**src/rtl/hamming_best_match.sv**
```systemverilog
// Streaming nearest-neighbour selector: keeps the smallest and second-smallest
// Hamming distances of a search and emits one result beat with match decisions.
module hamming_best_match #(
  parameter int DIST_W = 8,
  parameter int IDX_W  = 10
) (
  input  logic              i_clk,
  input  logic              i_rst,
  input  logic              i_start,
  input  logic [DIST_W-1:0] i_thresh,
  input  logic              i_in_valid,
  output logic              o_in_ready,
  input  logic [DIST_W-1:0] i_in_dist,
  input  logic              i_in_last,
  output logic              o_out_valid,
  input  logic              i_out_ready,
  output logic [IDX_W-1:0]  o_out_idx,
  output logic [DIST_W-1:0] o_out_best,
  output logic [DIST_W-1:0] o_out_second,
  output logic              o_out_match,
  output logic              o_out_trunc
);

  typedef enum logic [1:0] {IDLE, SCAN, DONE} stateType;

  stateType          r_state;
  logic [DIST_W-1:0] r_thresh;
  logic [DIST_W-1:0] r_best;
  logic [DIST_W-1:0] r_second;
  logic [IDX_W-1:0]  r_idx;
  logic [IDX_W-1:0]  r_cnt;

  logic [DIST_W-1:0] w_nextBest;
  logic [DIST_W-1:0] w_nextSecond;
  logic [IDX_W-1:0]  w_nextIdx;
  logic [DIST_W+1:0] w_best4;
  logic [DIST_W+1:0] w_second3;
  logic              w_match;
  logic              w_accept;
  logic              w_lastIdx;
  logic              w_close;

  // A start in SCAN restarts the search, so the beat offered alongside it is refused.
  assign o_in_ready = (r_state == SCAN) && !i_start;
  assign w_accept   = i_in_valid && o_in_ready;
  assign w_lastIdx  = (r_cnt == {IDX_W{1'b1}});
  assign w_close    = w_accept && (i_in_last || w_lastIdx);

  always_comb begin
    w_nextBest   = r_best;
    w_nextSecond = r_second;
    w_nextIdx    = r_idx;
    if (i_in_dist < r_best) begin
      w_nextSecond = r_best;
      w_nextBest   = i_in_dist;
      w_nextIdx    = r_cnt;
    end else if (i_in_dist < r_second) begin
      w_nextSecond = i_in_dist;
    end
  end

  // Ratio test 4*best < 3*second, widened by two bits so neither product overflows.
  assign w_best4   = {w_nextBest, 2'b00};
  assign w_second3 = {2'b00, w_nextSecond} + {1'b0, w_nextSecond, 1'b0};
  assign w_match   = (w_nextBest <= r_thresh) && (w_best4 < w_second3);

  always_ff @(posedge i_clk) begin
    if (i_rst) begin
      r_state      <= IDLE;
      r_thresh     <= '0;
      r_best       <= '1;
      r_second     <= '1;
      r_idx        <= '0;
      r_cnt        <= '0;
      o_out_valid  <= 1'b0;
      o_out_idx    <= '0;
      o_out_best   <= '1;
      o_out_second <= '1;
      o_out_match  <= 1'b0;
      o_out_trunc  <= 1'b0;
    end else begin
      case (r_state)
        IDLE, SCAN: begin
          if (i_start) begin
            r_state  <= SCAN;
            r_thresh <= i_thresh;
            r_best   <= '1;
            r_second <= '1;
            r_idx    <= '0;
            r_cnt    <= '0;
          end else if (w_accept) begin
            r_best   <= w_nextBest;
            r_second <= w_nextSecond;
            r_idx    <= w_nextIdx;
            // The counter holds at its top value; exhaustion closes the search instead.
            if (!w_close) begin
              r_cnt <= r_cnt + 1'b1;
            end
            if (w_close) begin
              r_state      <= DONE;
              o_out_valid  <= 1'b1;
              o_out_idx    <= w_nextIdx;
              o_out_best   <= w_nextBest;
              o_out_second <= w_nextSecond;
              o_out_match  <= w_match;
              o_out_trunc  <= !i_in_last;
            end
          end
        end
        DONE: begin
          if (i_out_ready) begin
            r_state     <= IDLE;
            o_out_valid <= 1'b0;
          end
        end
        default: begin
          r_state     <= IDLE;
          o_out_valid <= 1'b0;
        end
      endcase
    end
  end

endmodule
```
**config.mk**
```make
export PLATFORM = sky130hd
export DESIGN_NAME = hamming_best_match
export DESIGN_NICKNAME = d
export VERILOG_FILES = /design/src/rtl/hamming_best_match.sv
export SDC_FILE = /design/constraint.sdc
export NUM_CORES = 1
export LEC_CHECK = 0
export ABC_AREA = 1
export ABC_CLOCK_PERIOD_IN_PS = 4100
export CORE_MARGIN = 8
export CORE_UTILIZATION = 59
export CTS_CLUSTER_SIZE = 14
export DETAILED_ROUTE_END_ITERATION = 16
export DONT_BUFFER_PORTS = 1
export GPL_TIMING_DRIVEN = 0
export HOLD_SLACK_MARGIN = 0.08
export PLACE_DENSITY = 0.73
export SETUP_SLACK_MARGIN = 0.4
export SLEW_MARGIN = 15
export SYNTH_ARGS = -nofsm -noshare
export SYNTH_HDL_FRONTEND = slang
export SYNTH_SLANG_ARGS = --single-unit
```
**constraint.sdc**
```tcl
create_clock -name i_clk -period 4.1 [get_ports i_clk]
set_input_delay 0.82 -clock i_clk [delete_from_list [all_inputs] [get_ports i_clk]]
set_output_delay 0.82 -clock i_clk [all_outputs]
set_load 0.02 [all_outputs]
```
==> impl_metrics.json, run 1 <==
{
  "status": "finished, final reports clean",
  "worst_slack_ps": 462.1,
  "wl_per_cell_um": 17.20,
  "avgSynthCellArea_um2": 7.210,
  "routed_wl_um": 12810,
  "gp_congestion": 0.9071,
  "worstMarginPinSlew_ps": 1104,
  "hold_class": "reg2reg",
  "reg2reg_slack_ps": 500,
  "drc_errors": 0,
  "start_kind": "primary input",
  "h-tree-depth": 3,
  "core-area_mm2": 0.007214,
  "cts_buffers": 9,
  "overflow": 0,
  "grt_pass1_vias": 3952,
  "final_common_cell": "nand2_1",
  "tns_ps": 0,
  "drt_iter0_markers": 224,
  "whs_ps": 465.5,
  "drv_slew": 0,
  "antenna_cells": 0,
  "vdd_drop_max_uv": 246.7,
  "yosysUniqueCellTypes": 37,
  "seq_area_frac_synth_pct": 34.53,
  "hold_violations": 0,
  "wl_met1_um": 5162,
  "routed-via-count": 4230,
  "fin_crit_sh_pct": 88.73,
  "p_leak_nw": 2.434,
  "final_nets": 703,
  "drive_gt1_share_pct": 23.84,
  "synth.net_count": 664,
  "syn_area_mm2": 0.004348,
  "placement_rows": 31,
  "crit_type": "in2reg",
  "slew_headroom_pct": 25.60,
  "netlist_instances": 603,
  "highest_layer": "met4",
  "finClkSkew_ps": 8.178,
  "cp_max_fo": 8,
  "clk_path_buf_depth": 2,
  "setup-violations-final": 0,
  "clock-sinks": 75,
  "root_buffer": "clkbuf_8",
  "routed-wl-met2_um": 6386,
  "via_per_inst": 5.678,
  "ys_ff_latch": 75,
  "critPathRequiredTime_ps": 4320,
  "max_freq_mhz": 274.9,
  "antenna_found_initial": 0,
  "final-seq-area_mm2": 0.001513,
  "worstPathArrival_ps": 3860,
  "post-place-ws_ps": -239.1,
  "placed_area_mm2": 0.004513,
  "firstDrtPassIters": 5,
  "synth_warnings": 0,
  "clk_latency_ps": 350,
  "drv_cap": 0,
  "min_period_ps": 3638,
  "place_hpwl_um": 8729,
  "die-height_um": 101.8,
  "cts_tree": "yes",
  "start_util_pct": 60.27,
  "io_pins": 52,
  "final_util_pct": 73.47,
  "io_buffers": 0,
  "ant_nets": 0,
  "grt_usage_pct": 24.01,
  "path_clk_slew_ps": 70,
  "rsz0062_at_grt": "false",
  "wl_met3_um": 748,
  "pwr_density_cell_mw_per_mm2": 304.5,
  "fillers": 567,
  "finalInstanceArea_mm2": 0.005300,
  "die_w_um": 101.8,
  "multiInputGateArea_mm2": 0.002773,
  "mostFrequentLayoutCells": "141 x nand2_1, 70 x inv_1, 68 x dfxtp_1, 39 x a21oi_1",
  "grt_pass1_wl_um": 19460,
  "area_delta_synth_final_pct": 21.90,
  "die_area_mm2": 0.01037,
  "hold_buffers": 0,
  "grt_max_degree": 13,
  "end_kind": "flop"
}
-- where the power goes --
part / switching, W / total (W) / internal [W] / leakage (nW)
clock: 0.000268 / 0.000578 / 0.000310 / 0.0974
combinational: 0.000167 / 0.000273 / 0.000107 / 1.73
sequential: 0.0000183 / 0.000762 / 0.000744 / 0.606
-- per-stage QoR --
stage | power (W) | std cells
6_report | 0.001614 | 745
5_1_grt | 0.001682 | 745
4_1_cts | 0.001572 | 722
3_5_place_dp | 0.0009929 | 702
3_3_place_gp | 0.0009861 | 702
2_1_floorplan | 0.0009389 | 603
-- worst max-delay path: stages --
cell and delay [ps]:
ha_4 220, o21ai_1 90, nand2_1 80, nand2_1 80, nand2_2 60, nand2_2 80
nand2_4 80, buf_8 140, buf_8 120, buf_4 130, o21ai_4 220, ha_4 260
inv_2 80, nor2_2 50, nand2_2 70, nand3_4 80, xnor2_1 150, ha_1 290
nand2_1 90, o21ai_0 270, a41oi_2 170, nand4_1 130, a21oi_1 60
-- synth_stat cells, drive strengths merged --
library cell | count | area [µm²]
clkbuf | 9 | 33.78
nand3b | 2 | 15.01
o22ai | 7 | 43.79
xor2 | 1 | 8.760
o21bai | 10 | 75.07
and3 | 1 | 6.260
ha | 39 | 488.0
a31oi | 2 | 12.51
a21oi | 46 | 230.2
a211oi | 2 | 15.01
nor2 | 19 | 88.83
inv | 81 | 306.5
dfxtp | 75 | 1501
o41ai | 1 | 8.760
nor3 | 5 | 30.03
xnor2 | 2 | 17.52
o21a | 2 | 15.01
o21ai | 54 | 270.3
nand4 | 3 | 18.77
o211ai | 16 | 120.1
nand3 | 35 | 200.2
buf | 14 | 92.58
a41oi | 1 | 8.760
clkinv | 2 | 7.510
nand2 | 174 | 733.2
-- cell families after synthesis --
| family | synth area share, % |
|---|---|
| flip-flops | 34.53 |
| XOR/XNOR | 0.6044 |
| AND/OR/NAND/NOR | 25.12 |
| AO/OA/AOI/OAI | 18.39 |
| buffers and inverters | 10.13 |
| adder cells (fa/ha/maj) | 11.22 |
-- metal layers --
| layer | global-route usage [%] | up-vias |
|---|---|---|
| li1 | - | 2062 |
| met1 | 27.58 | 1986 |
| met2 | 42.30 | 144 |
| met3 | 3.951 | 38 |
| met4 | 11.63 | 0 |
| met5 | 0 | - |
-- cell type report --
| class | instances | share of cell area, % |
|---|---|---|
| plain buffers | 23 | 2.738 |
| clock buffers | 11 | 2.856 |
| clock inverters | 4 | 0.9443 |
| inverters | 83 | 5.925 |
| multi-input cells | 422 | 52.31 |
| flip-flops and latches | 75 | 28.54 |
| well taps | 99 | 2.337 |
| repair buffers | 28 | 4.344 |
-- state kept, by name, summed over array words and instances (netlist names) --
signal,flops
r_state,2
o_out_valid,1
r_idx,10
r_thresh,8
o_out_best,8
o_out_second,8
r_best,8
o_out_trunc,1
o_out_idx,10
r_second,8
r_cnt,10
o_out_match,1
-- worst paths after layout --
| check | startpoint | to | cells after the start |
|---|---|---|---|
| worst max-delay path | i_in_dist[1] | o_out_match | 23 |
| worst min-delay path | r_thresh[1] | r_thresh[1] | 2 |
| worst max register to register | r_best[1] | o_out_match | 24 |
| worst min register to register | r_thresh[1] | r_thresh[1] | 2 |
-- repair_timing --
action                                 in CTS  in global routing
buffers inserted                            5                 23
resized for setup                          10                 63
gates cloned                                0                  0
pin swaps                                   5                 40
endpoints found under the hold margin       0                  0
setup endpoints to repair                   1                  1
No activity file was read; power rests on OpenSTA's default activity.
==> inputs of run 2 (changes only) <==
CTS_BUF_LIST = sky130_fd_sc_hd__clkbuf_4   (was unset)
==> run 2 against run 1 <==
Critical path depth is 2 higher. Clock skew is 1.7 ps higher. Fmax is 2.1% higher. First-iteration DRC count is 5.8% lower. Cell count is 0.67% lower. Register-to-register slack better by 40 ps. Critical path type unchanged. Largest power group unchanged. Highest routed layer unchanged.
==> impl_metrics.json, run 2 (synthesis gave the netlist of run 1 again) <==
{
  "status": "finished, final reports clean",
  "clk_path_buf_depth": 2,
  "mostFrequentLayoutCells": "143 x nand2_1, 66 x inv_1, 63 x dfxtp_1, 39 x a21oi_1, 30 x nand3_1",
  "cp_max_fo": 6,
  "gp_congestion": 0.9071,
  "final-seq-area_mm2": 0.001516,
  "core-area_mm2": 0.007214,
  "hold_buffers": 0,
  "io_buffers": 0,
  "grt_usage_pct": 23.35,
  "end_kind": "flop",
  "total_power_w": 0.001448,
  "start_kind": "primary input",
  "start_util_pct": 60.27,
  "routed_wl_um": 12190,
  "grt_pass1_vias": 3903,
  "hold_violations": 0,
  "fin_crit_sh_pct": 86.93,
  "crit_type": "in2reg",
  "rsz0062_at_grt": "false",
  "drive_gt1_share_pct": 23.56,
  "busiest_layer": "met2",
  "clock-sinks": 75,
  "die_w_um": 101.8,
  "worstPathArrival_ps": 3910,
  "reg2reg_from": "r_best[1]",
  "root_buffer": "clkbuf_4",
  "clk_latency_ps": 400,
  "via_per_inst": 5.624,
  "p_leak_nw": 2.330,
  "met2_usage_pct": 41.50,
  "reg2reg_slack_ps": 540,
  "critPathRequiredTime_ps": 4440,
  "io_pins": 52,
  "r2r-end": "o_out_match",
  "antenna_cells": 0,
  "wl_per_cell_um": 16.47,
  "drv_slew": 0,
  "min_to": "r_thresh[1]",
  "finClkSkew_ps": 9.871,
  "die-height_um": 101.8,
  "reg_top3": "o_out_idx: 10 flops, r_cnt: 10 flops, r_idx: 10 flops",
  "firstDrtPassIters": 4,
  "routed-via-count": 4162,
  "rr_worst_depth": 25,
  "drt_iter0_markers": 211,
  "drv_cap": 0,
  "vdd_drop_max_uv": 280.8,
  "critPathLaunch": "i_in_dist[7]",
  "slew_headroom_pct": 38.44,
  "ant_nets": 0,
  "met1_usage_pct": 26.71,
  "min_period_ps": 3564,
  "placement_rows": 31,
  "pwr_density_cell_mw_per_mm2": 282.6,
  "cts_tree": "yes",
  "met3_usage_pct": 4.292,
  "grt_pass1_wl_um": 19060,
  "grt_max_degree": 13,
  "hold_class": "reg2reg",
  "max_freq_mhz": 280.6,
  "setup-violations-final": 0,
  "final_nets": 698,
  "cts_buffers": 9,
  "drc_errors": 0,
  "antenna_found_initial": 0,
  "min_from": "r_thresh[1]",
  "final_common_cell": "nand2_1",
  "worstMarginPinSlew_ps": 913.8,
  "whs_ps": 470.1,
  "overflow": 0,
  "h-tree-depth": 3,
  "place_hpwl_um": 8729,
  "whs_path_depth": 2,
  "area_delta_synth_final_pct": 17.84,
  "multiInputGateArea_mm2": 0.002723,
  "die_area_mm2": 0.01037,
  "path_clk_slew_ps": 120,
  "fillers": 606
}
[run 2: changes by cell type in the layout (fill, tap and decap cells not counted), moves of 3 or more]
cell,before,now
dfxtp_1,68,63
clkbuf_8,11,0
buf_4,25,22
clkbuf_4,0,9
dfxtp_2,6,12
inv_1,70,66
inv_2,10,14
[run 2: what timing repair did]
item,in CTS,in global routing
pin swaps,1,29
endpoints found under the setup margin,1,1
gates resized for setup,10,62
setup buffers,2,21
[run 2: power breakdown]
group / internal (W) / switching [W] / leakage (nW)
sequential: 0.000745 / 0.0000181 / 0.603
combinational: 0.0000994 / 0.000160 / 1.66
clock: 0.000178 / 0.000248 / 0.0629
total: 0.00102 / 0.000426 / 2.33
[run 2: how the worst max path moves through the flow]
stage                  end  slack [ps]  cells after the start
6_report       o_out_match         540                     25
5_1_grt        o_out_match         290                     26
4_1_cts        o_out_match         400                     27
3_5_place_dp   o_out_match        -240                     22
3_3_place_gp   o_out_match        -200                     25
2_1_floorplan  o_out_match         400                     23
[run 2: through the flow]
step | instance area, µm² | setup TNS, ps | util, % | std cells | setup WS, ps
3_3_place_gp | 4513 | -196.9 | 62.56 | 702 | -196.9
6_report | 5124 | 0 | 71.02 | 740 | 535.8
4_1_cts | 4710 | 0 | 65.28 | 719 | 400.4
2_1_floorplan | 4389 | 0 | - | 603 | 404.1
5_1_grt | 5124 | 0 | 71.02 | 740 | 294.8
3_5_place_dp | 4513 | -239.1 | 62.56 | 702 | -239.1
[run 2: area by class of cell]
cell class	count	share of cell area, %
clock buffers	9	1.319
repair buffers	23	3.443
plain buffers	23	2.833
multi-input cells	422	53.14
clock inverters	6	1.123
well taps	99	2.418
inverters	83	6.129
flip-flops and latches	75	29.60
[run 2: critical path, cell delays in order]
cell and delay [ps]:
ha_4 220, nand2_1 60, inv_1 40, nor2_2 100, o21a_1 140, buf_6 130, nand2_4 60, buf_8 130
buf_6 130, nand2_1 50, o211ai_1 90, o21ai_2 190, ha_4 290, nand2_2 80, nor2_2 40, a211oi_2 230
nand2_1 70, nand2_1 60, nand2_1 50, ha_1 300, nand2_2 110, o21ai_2 60, a41oi_2 170, nand4_1 110
a21oi_1 170
[run 2: layer usage]
layer,vias up,routed length [µm]
li1,2055,-
met1,1921,4921
met2,148,6003
met3,38,797
met4,0,466
met5,-,0
